===== config.mk =====
export PLATFORM = sky130hd
export DESIGN_NAME = led_matrix
export DESIGN_NICKNAME = d
export VERILOG_FILES = /design/src/rtl/led_matrix.sv
export SDC_FILE = /design/constraint.sdc
export NUM_CORES = 1
export LEC_CHECK = 0
export BUFFER_PORTS_ARGS = -buffer_cell sky130_fd_sc_hd__buf_2
export CAP_MARGIN = 20
export CORE_ASPECT_RATIO = 0.9
export CORE_MARGIN = 2
export CORE_UTILIZATION = 30
export CTS_BUF_LIST = sky130_fd_sc_hd__clkbuf_16
export DETAILED_ROUTE_END_ITERATION = 7
export HOLD_SLACK_MARGIN = 0.02
export PLACE_DENSITY = 0.59
export SYNTH_ARGS = -nofsm -noshare
export SYNTH_HDL_FRONTEND = slang
export SYNTH_SLANG_ARGS = --single-unit
export TNS_END_PERCENT = 5

===== constraint.sdc =====
create_clock -name clk -period 2.2 [get_ports clk]
set_input_delay 0.22 -clock clk [delete_from_list [all_inputs] [get_ports clk]]
set_output_delay 0.22 -clock clk [all_outputs]
set_load 0.01 [all_outputs]

===== src/rtl/led_matrix.sv =====
// Row-multiplexed scan driver for an 8x8 LED matrix.
// Each row is shown in two phases: its column pattern is loaded with all
// rows off (BLANK), then the row's one-hot select is driven (SHOW).
// Rows advance 0..7 and wrap while en is high.
module led_matrix #(
    parameter int BLANK_CYCLES = 1,
    parameter int DWELL_CYCLES = 16
) (
    input  logic        clk,
    input  logic        nrst,
    input  logic        en,
    input  logic [63:0] matdata,
    output logic [7:0]  rowdata,
    output logic [7:0]  coldata,
    output logic        shiftrow,
    output logic        shiftcol
);

    localparam int MAX_CYCLES = (BLANK_CYCLES > DWELL_CYCLES) ? BLANK_CYCLES : DWELL_CYCLES;
    localparam int CNT_W      = (MAX_CYCLES > 1) ? $clog2(MAX_CYCLES) : 1;

    localparam logic [CNT_W-1:0] BLANK_LAST = CNT_W'(BLANK_CYCLES - 1);
    localparam logic [CNT_W-1:0] DWELL_LAST = CNT_W'(DWELL_CYCLES - 1);

    typedef enum logic [1:0] {
        IDLE  = 2'd0,
        BLANK = 2'd1,
        SHOW  = 2'd2
    } state_t;

    state_t           state, state_n;
    logic [2:0]       row, row_n, row_inc;
    logic [CNT_W-1:0] cnt, cnt_n;
    logic [7:0]       rowdata_n, coldata_n;
    logic             shiftrow_n, shiftcol_n;

    // Column byte for row r of the packed frame (row 0 in bits 7:0).
    function automatic logic [7:0] col_of(input logic [63:0] frame, input logic [2:0] r);
        return frame[{r, 3'b000} +: 8];
    endfunction

    // One-hot row select for row r.
    function automatic logic [7:0] row_sel(input logic [2:0] r);
        return 8'b1 << r;
    endfunction

    assign row_inc = row + 3'd1;

    // Next-state and next-output decode; strobes default low so each is one cycle wide.
    always_comb begin
        state_n    = state;
        row_n      = row;
        cnt_n      = cnt;
        rowdata_n  = rowdata;
        coldata_n  = coldata;
        shiftrow_n = 1'b0;
        shiftcol_n = 1'b0;

        unique case (state)
            IDLE: begin
                if (en) begin
                    state_n    = BLANK;
                    coldata_n  = col_of(matdata, row);
                    rowdata_n  = 8'h00;
                    shiftcol_n = 1'b1;
                    cnt_n      = '0;
                end
            end
            BLANK: begin
                if (!en) begin
                    state_n   = IDLE;
                    rowdata_n = 8'h00;
                    cnt_n     = '0;
                end else if (cnt == BLANK_LAST) begin
                    state_n    = SHOW;
                    rowdata_n  = row_sel(row);
                    shiftrow_n = 1'b1;
                    cnt_n      = '0;
                end else begin
                    cnt_n = cnt + 1'b1;
                end
            end
            SHOW: begin
                if (!en) begin
                    state_n   = IDLE;
                    rowdata_n = 8'h00;
                    cnt_n     = '0;
                end else if (cnt == DWELL_LAST) begin
                    // Row drive goes off in the same cycle the next pattern lands.
                    state_n    = BLANK;
                    row_n      = row_inc;
                    rowdata_n  = 8'h00;
                    coldata_n  = col_of(matdata, row_inc);
                    shiftcol_n = 1'b1;
                    cnt_n      = '0;
                end else begin
                    cnt_n = cnt + 1'b1;
                end
            end
            default: begin
                state_n   = IDLE;
                rowdata_n = 8'h00;
                cnt_n     = '0;
            end
        endcase
    end

    // State and registered outputs; synchronous active-low reset clears everything.
    always_ff @(posedge clk) begin
        if (!nrst) begin
            state    <= IDLE;
            row      <= 3'd0;
            cnt      <= '0;
            rowdata  <= 8'h00;
            coldata  <= 8'h00;
            shiftrow <= 1'b0;
            shiftcol <= 1'b0;
        end else begin
            state    <= state_n;
            row      <= row_n;
            cnt      <= cnt_n;
            rowdata  <= rowdata_n;
            coldata  <= coldata_n;
            shiftrow <= shiftrow_n;
            shiftcol <= shiftcol_n;
        end
    end

endmodule


Word-level counts from Yosys, hierarchy flattened:

Cells that the tools add are included.

* logic and storage cells: 54
* bits in registers: 27
* bits of input ports: 67
* output and inout port bits: 18

* eq/ne operators: 8
* multiplexer cells: 27
* add/subtract/negate cells: 2
* reductions and logical operators: 7
* shift-type cells: 3

Operators by type and width (count)
* 64-bit by 7-bit variable part select with 8-bit output: 2
* 8-bit 2-to-1 mux: 8
* 8-bit one-hot mux with 3 select lines: 1
* 4-bit 2-to-1 mux: 5
* 8-bit one-hot mux with 2 select lines: 1
* 4-bit one-hot mux with 3 select lines: 1
* 2-bit 2-to-1 mux: 5
* 3-bit AND reduction: 3
* 1-bit by 3-bit left shift with 8-bit output, first input constant: 1
* 2-bit inequality test, second input constant: 3
* 3-bit inequality test, second input constant: 2
* 2-bit one-hot mux with 3 select lines: 1
* 4-bit by 1-bit adder with 4-bit output, second input constant: 1
* 4-bit == test, second input constant: 1
* 4-bit zero test: 1
* 1-bit 2-to-1 mux: 4
* 4-bit AND reduction: 1
* 3-bit by 1-bit adder with 3-bit output, second input constant: 1
* 2-bit by 1-bit == test with 1-bit output, second input constant: 1
* 2-bit == test, second input constant: 1
* 2-bit zero test: 1
* 1-bit one-hot mux with 2 select lines: 1
* 2-bit nonzero test: 1

Logic depth before layout (Yosys ltp):

Gate-level depths: netlist of the first run.

* depth in word-level cells: 5
* depth in mapped cells: 10
* gate-level depth less buffers: 7

Least setup slack after synthesis of the first run:

OpenSTA, ideal clock, no wires.

* path kind: reg-to-reg
* start: register row[0]
* end: register coldata[1]
* arrival: 2323 ps
* setup time: 117 ps
* path buffers: 3
* cell stages (with the launch flop): 10
* clock period less this slack: 2441 ps
* setup slack: -241 ps
* required time: 2083 ps
* cell sequence: dfxtp_1 -> inv_1 -> buf_2 -> ha_1 -> and2_1 -> buf_2 -> buf_6 -> a221oi_1 -> o221ai_2 -> a32o_1

* longest elaborated chain between the ends: 5
* elaborated cells on any way between the ends: 7
* classes of those cells: add/sub (1); shift (2); mux (4)

RTL lines
* start, declared: line 32 `logic [2:0] row, row_n, row_inc;`
* start signal, assigned: line 120 `row <= row_n;`
* 3-bit by 1-bit adder with 3-bit output: line 47 `assign row_inc = row + 3'd1;`
* named net row_inc[0]: line 32
* 64-bit by 7-bit variable part select with 8-bit output: line 39 `return frame[{r, 3'b000} +: 8];`
* 8-bit 2-to-1 mux: line 88 `end else if (cnt == DWELL_LAST) begin`
* 8-bit 2-to-1 mux: line 84 `if (!en) begin`
* 8-bit one-hot mux with 2 select lines: line 59 `unique case (state)`
* end signal, assigned: line 123 `coldata <= coldata_n;`
* end, declared: line 14 `output logic [7:0] coldata,`

The timed path passes the listed nets, and every way through them passes these cells. The select of a mux whose other input is x is not followed.
A chain may end at the register's enable or synchronous reset.

Worst setup path after layout of the first run:

* start: register state[0]
* end: register coldata[4]

* longest elaborated chain between the ends: 3
* elaborated cells on any way between the ends: 8
* classes of those cells: eq/ne (4); mux (1); reduce/logical (3)

RTL lines
* start, declared: line 31 `state_t state, state_n;`
* start signal, assigned: line 119 `state <= state_n;`
* 2-bit == test or 2-bit zero test (tied branches): line 59
* 2-bit inequality test (no line) or 2-bit nonzero test (tied branches)
* 4-bit AND reduction (no line)

Several ways; a longest one is shown, not always the timed one.

==> results by group, run 1 <==
Outcome
  • Status: finished clean

Clock tree
  • Clock latency at the later pin of the worst-skew pair: 0.26 ns
  • Total number of H-tree levels: 1
  • CTS clock-pin slew for the worst setup and hold paths: 0.07 ns
  • # Post-CTS Setup Buffers: 0
  • CTS Buf Count: 3
  • Maximum clock path buffer count: 2
  • CTS tree: done
  • Hold Buf Count CTS: 0
  • CTS sink count: 27
  • CTS root buf: clkbuf_16

GRT
  • Initial antenna violation count: 0
  • Vias in the first global route: 2,178
  • First-pass GRT wire length: around 10 mm
  • Total track usage: 15.7%
  • Largest net degree at the start of global routing: 23
  • Overflow after GRT: 0

Routing
  • DR WL/cell: 14.7 um
  • Vias: 2,351
  • Pre-antenna DRT Iters: 4
  • Post-DRT Antenna Nets: 0
  • Post-Route WL: 6.45 mm
  • DRT iter0 DRCs: about 120
  • DRC: 0
  • Vias per cell: 5.37

Worst setup path
  • Top cell by count, worst path: buf_4
  • Max incr delay on CP: a little under 0.4 ns
  • Worst setup SP type: register
  • Worst Path Required: roughly 2.4 ns
  • Data arrival, critical path: 2.26 ns
  • CP Capture Type: register
  • Critical Path Fanout Max: 8
  • Crit Path Class: register to register
  • RR Startpoint: state[0]
  • Worst-path cell chain: inv_1 > ha_4 > buf_4 > buf_4 > nor2_1 > buf_4 > a22oi_1 > and3_1 > o221ai_1 > a32o_1
  • Reg2reg setup slack: 0.15 ns
  • Slowest CP cell: dfxtp_1
  • Worst Setup SP: state[0]

Power
  • Maximum vdd ir drop: 0.000251 V
  • Total power: 1.29 mW
  • Leak: 1.24 nW
  • Sw Ratio: 28.6%
  • Switching power: 367 uW
  • Clock Power Share: 32.2%
  • Internal power: 919 uW
  • PD cells: 462 nW/um^2
  • Flop pwr share: between 40% and 50%
  • Logic pwr share: 26.1%

Place
  • Port bufs: between 80 and 90
  • Placed cell areas: approximately 2700 um^2
  • Routability congestion estimate: 0.802
  • Post-DP HPWL: between 4 and 5 mm

Yosys
  • Top cells by area, synth: dfxtp_1 (26%), ha_1 (7.1%), nand2_1 (6.7%), a22oi_1 (4.6%), nand3_1 (4.3%)
  • Ys Warns: 0
  • Ys flop type: dfxtp_1
  • Netlist cell types: 46
  • Post-synth top cells: nand2_1 (38), dfxtp_1 (27), nand3_1 (18)
  • Dominant cell type by area after synthesis: dfxtp_1
  • Asr flop ratio synth: 0%
  • Cell area after synthesis: 2110 um^2
  • Register bit total from synthesis: 27
  • Synth top area share: 25.6%
  • Sequential area share after synthesis: 25.6%
  • Synth Area per Inst: approximately 8.2 um^2
  • Most common cell in the netlist: nand2_1
  • Post-synth EDFFs: 0
  • Syn_nets: 337
  • Mapped Cells: 258

Layout
  • Cell area after layout: 2790 um^2
  • Synth-to-layout area growth: 31.9%
  • Share of cells above drive strength 1: 33.9%
  • Final nets: 425
  • # diodes: 0

Floorplanning
  • Core area: 6930 um^2
  • Die Wd: slightly above 90 um
  • # IOs: 85
  • Initial core utilization: 30.5%
  • Die area: 7730 um^2
  • Die Ht: around 84 um
  • Cell Rows: 29

STA
  • RSZ-0062 raised after global routing: false
  • Pins Over Slew Limit: 0
  • Least-Margin Pin Slew: between 0.5 and 0.6 ns
  • Slew HR: between 60% and 70%
  • Worst Hold Slack: 0.338 ns
  • Crit share post-route: between 90% and 100%
  • Hold Fails Final Rpt: 0
  • Max Freq: 0.487 GHz
  • Final Critical Period: 2.05 ns
  • Clk_skew: 0.00388 ns
  • Final setup viols: 0

Hold path
  • Hold Crit Start: en
  • HP Class: primary input to register

Flow run
  • Max Cap Viol: 0
-- stage by stage --
stage | instances | setup TNS [ns] | worst slack (ns) | utilization, %
floorplan | 258 | 0 | 0.0151 | -
global placement | 434 | 0 | 0.0651 | 38.6
detailed placement | 434 | -0.161 | -0.0504 | 38.6
CTS | 438 | 0 | 0.0253 | 39.9
global route | 438 | 0 | 0.0285 | 40.2
finish | 438 | 0 | 0.149 | 40.2
-- worst max-delay path, delay by kind of cell, from the launching register on --
family	cells	cell delay, ns
AO/OA/AOI/OAI	3	0.54
adder cells (fa/ha/maj)	1	0.19
flip-flops	1	0.39
buffers and inverters	4	0.60
AND/OR/NAND/NOR	2	0.27
-- cell usage in the layout (no fill, tap or decap), types with 2 or more instances in the layout --
| master | instances |
|---|---|
| nor3_1 | 3 |
| o22ai_1 | 3 |
| ha_4 | 2 |
| nand4_1 | 2 |
| and2_1 | 3 |
| inv_1 | 8 |
| nand2_1 | 38 |
| mux2i_1 | 8 |
| a221oi_1 | 9 |
| buf_2 | 84 |
| a32o_1 | 7 |
| a32oi_1 | 9 |
| and3_1 | 9 |
| a21oi_1 | 13 |
| buf_4 | 17 |
| o21ai_0 | 3 |
| clkbuf_16 | 3 |
| dfxtp_1 | 26 |
| nand2b_1 | 3 |
| ha_1 | 10 |
| o221ai_1 | 8 |
| nor2b_1 | 8 |
| a21boi_0 | 11 |
| nand3_1 | 18 |
| a22oi_1 | 13 |
| o31ai_1 | 2 |
| nor2_1 | 5 |
| o32ai_2 | 2 |
-- sequential cells by signal (all words and copies together), names as in the netlist --
signal    cells
rowdata       8
state         2
row           3
shiftrow      1
coldata       8
shiftcol      1
cnt           4
-- cell type report --
class	count	area (um^2)
Clock buffer	3	75.1
Clock inverter	1	3.75
Fill cell	749	4140
Inverter	7	26.3
Multi-Input combinational cell	206	1480
Sequential cell	27	542
Tap cell	93	116
Timing Repair Buffer	101	548
-- timing repair --
item                                    4_1_cts  5_1_grt
gates cloned                                  0        0
resized for setup                             1        5
endpoints found under the setup margin        4       16
-- power by group through the flow --
stage               clock network (mW)  registers, mW  logic (mW)
floorplan                            0          0.557       0.177
global placement                     0          0.549       0.327
detailed placement                   0          0.548       0.330
CTS                              0.427          0.536       0.331
global route                     0.452          0.540       0.369
finish                           0.414          0.537       0.335
-- path summary, 6_finish.rpt --
| check | to | depth (start not counted) |
|---|---|---|
| max | coldata[4] | 10 |
| min | rowdata[3] | 3 |
| max reg2reg | coldata[4] | 10 |
| min reg2reg | coldata[0] | 2 |
-- metal layers --
metal  up-vias  global-route usage (%)  share of wire, %
met5         -                       0                 0
met4         0                    3.12              0.84
met3         4                    4.61               8.9
met2        95                    26.4                46
met1      1096                    20.0                44
li1       1156                       -                 -
-- cell families (layout without fill, tap and decap cells) --
group                      after synthesis  count (layout)  share of synthesized area, %
AOI/OAI and AO/OA                       85              85                          31.3
xor gates and xnor gates                 3               3                          2.13
adders and majority gates               12              12                          7.10
buffers and inverters                   25             112                          6.63
DFF                                     27              27                          25.6
muxes                                    9               9                          4.32
and+or+nand+nor                         97              97                          22.9
Note: power is estimated with default switching activity, not from simulation.
==> run 2: changes to the inputs <==
--- a/config.mk
+++ b/config.mk
@@ -14,6 +14,7 @@
 export DETAILED_ROUTE_END_ITERATION = 7
 export HOLD_SLACK_MARGIN = 0.02
 export PLACE_DENSITY = 0.59
+export SKIP_CTS_REPAIR_TIMING = 1
 export SYNTH_ARGS = -nofsm -noshare
 export SYNTH_HDL_FRONTEND = slang
 export SYNTH_SLANG_ARGS = --single-unit
==> constraint.sdc (replaced) <==
create_clock -name clk -period 2.2 [get_ports clk]
set_input_delay 0.44 -clock clk [delete_from_list [all_inputs] [get_ports clk]]
set_output_delay 0.44 -clock clk [all_outputs]
set_load 0.01 [all_outputs]
==> run 2 against run 1 <==
  * Non-clock buffer count unchanged
  * Flip-flop and latch count did not move
  * Combinational power about the same
  * Worst setup slack gained 0.0036 ns
  * Final cell count unchanged
  * Utilization stayed put
  * Via count down 0.47%
  * Sequential share of layout area did not move
  * Hold slack improved by 0.10 ns
  * Count of clock-buffer cells in the layout unchanged
  * Critical path depth unchanged
  * Global-route usage hardly changed
==> results by group, run 2 (same netlist as run 1, synthesis figures left out) <==
STA
  • Max Freq: 0.488 GHz (+0.18%)
  • Final Worst Setup Slack: 0.152 ns (+0.00359 ns)
  • Least-Margin Pin Slew: 0.570 ns (-0.00280 ns)
  • Hold Fails Final Rpt: 0 (unchanged)
  • Clk_skew: 0.00432 ns (+0.000440 ns)
  • Crit share post-route: 93.1% (-0.16 points)
  • Final Critical Period: 2.05 ns (-0.00359 ns)
  • Worst Hold Slack: 0.443 ns (+0.105 ns)
  • Slew HR: 61.9% (+0.19 points)
  • Pins Over Slew Limit: 0 (unchanged)
  • RSZ-0062 raised after global routing: false
  • Final setup viols: 0 (unchanged)

Routing
  • Highest metal used: met4
  • Vias per cell: 5.34 (-0.47%)
  • Post-Route WL: 6.43 mm (-0.31%)
  • DRT iter0 DRCs: 114 (-0.87%)
  • DRT met1 WL: 2.83 mm (-0.32%)
  • DR WL/cell: 14.7 um (-0.31%)
  • Vias: 2,340 (-0.47%)
  • Post-DRT Antenna Nets: 0 (unchanged)
  • Metal3 WL: 599 um (+3.8%)
  • Wire length on met2: 2.95 mm (-1.1%)
  • Pre-antenna DRT Iters: 4 (unchanged)
  • DRC: 0 (unchanged)

Layout
  • FF/Latch Area: 542 um^2 (unchanged)
  • Commonest cells after routing, fill and taps aside: buf_2 (84), nand2_1 (38), dfxtp_1 (26)
  • Most common cell after layout, fill and taps aside: buf_2
  • Share of cells above drive strength 1: 33.9% (unchanged)
  • Fill cell count: 749 (unchanged)
  • # diodes: 0 (unchanged)
  • Multi-input gate area: 1480 um^2 (unchanged)
  • Finished Layout Cells: 438 (unchanged)
  • Largest registers: coldata (8), rowdata (8), cnt (4)
  • Synth-to-layout area growth: 31.9% (unchanged)
  • Final nets: 425 (unchanged)

Floorplanning
  • Core area: 6930 um^2 (unchanged)
  • Die area: 7730 um^2 (unchanged)
  • Die Wd: 92.5 um (unchanged)
  • Die Ht: 83.6 um (unchanged)
  • Cell Rows: 29 (unchanged)
  • # IOs: 85 (unchanged)
  • Initial core utilization: 30.5% (unchanged)

GRT
  • Total track usage: 15.7% (-0.038 points)
  • Vias in the first global route: 2,175 (-0.14%)
  • First-pass GRT wire length: 10.1 mm (-0.28%)
  • Initial antenna violation count: 0 (unchanged)
  • Largest net degree at the start of global routing: 23 (unchanged)
  • Overflow after GRT: 0 (unchanged)

Power
  • Flop pwr share: 41.8% (about the same)
  • Maximum vdd ir drop: 0.000251 V (about the same)
  • Internal power: 919 uW (about the same)
  • Leak: 1.24 nW (unchanged)
  • PD cells: 461 nW/um^2 (about the same)
  • Switching power: 367 uW (-0.27%)
  • Logic pwr share: 26.1% (about the same)
  • Clock Power Share: 32.2% (about the same)
  • Sw Ratio: 28.5% (-0.054 points)

Worst setup path
  • Critical Path Fanout Max: 8 (unchanged)
  • Worst setup SP type: register
  • Data arrival, critical path: 2.25 ns (about the same)
  • CP Capture Type: register
  • Worst Path Required: 2.41 ns (about the same)
  • Crit Path Class: register to register

Clock tree
  • CTS sink count: 27 (unchanged)
  • Total number of H-tree levels: 1 (unchanged)
  • CTS clock-pin slew for the worst setup and hold paths: 0.07 ns (about the same)
  • CTS root buf: clkbuf_16
  • Clock latency at the later pin of the worst-skew pair: 0.26 ns (about the same)
  • CTS tree: done
  • Maximum clock path buffer count: 2 (unchanged)
  • CTS Buf Count: 3 (unchanged)

Place
  • Port bufs: 84 (unchanged)
  • Pre-CTS setup slack: -0.0504 ns (unchanged)
  • Routability congestion estimate: 0.802 (unchanged)
  • Post-DP HPWL: 4.96 mm (unchanged)
  • DP Cell Count: 434 (unchanged)

Outcome
  • Status: finished clean

Flow run
  • Max Cap Viol: 0 (unchanged)

Hold path
  • HP Class: register to register
-- run 2: cell counts in the layout (fill, tap and decap cells not counted) --
Identical to the previous run, type by type.
-- run 2: final cells by class --
type,instances,area share [%]
Timing Repair Buffer,101,19.7
Clock inverter,1,0.135
Inverter,7,0.943
Sequential cell,27,19.4
Tap cell,93,4.17
Clock buffer,3,2.69
Multi-Input combinational cell,206,53.0
-- run 2: power groups by stage --
stage | sequential, mW | combinational (mW) | clock (mW)
CTS | 0.536 | 0.331 | 0.427
detailed placement | 0.548 | 0.330 | 0
global route | 0.540 | 0.369 | 0.452
finish | 0.537 | 0.335 | 0.414
floorplan | 0.557 | 0.177 | 0
global placement | 0.549 | 0.327 | 0
-- run 2: per-layer routing --
metal	vias to the layer above	global-route usage, %
li1	1155	-
met3	4	4.61
met1	1089	20.1
met5	-	0
met2	92	26.2
met4	0	3.12
-- run 2: worst paths after layout --
check | from | cells after the start | slack (ns) | end
setup / recovery | state[0] | 10 | 0.15 | coldata[4]
hold / removal | coldata[0] | 2 | 0.44 | coldata[0]
setup reg to reg | state[0] | 10 | 0.15 | coldata[4]
hold reg to reg | coldata[0] | 2 | 0.44 | coldata[0]
-- run 2: critical path: stages (launching register included) --
cell and delay [ns]:
dfxtp_1 0.39, inv_1 0.11, ha_4 0.19, buf_4 0.16
buf_4 0.16, nor2_1 0.08, buf_4 0.17, a22oi_1 0.07
and3_1 0.18, o221ai_1 0.26, a32o_1 0.20
-- run 2: per-stage QoR --
stage	power (mW)	util, %	TNS, ns	area, um^2
floorplan	0.734	-	0	2130
detailed placement	0.878	38.6	-0.161	2680
finish	1.29	40.2	0	2790
CTS	1.29	39.8	-0.233	2760
global placement	0.876	38.6	0	2680
global route	1.36	40.2	0	2790
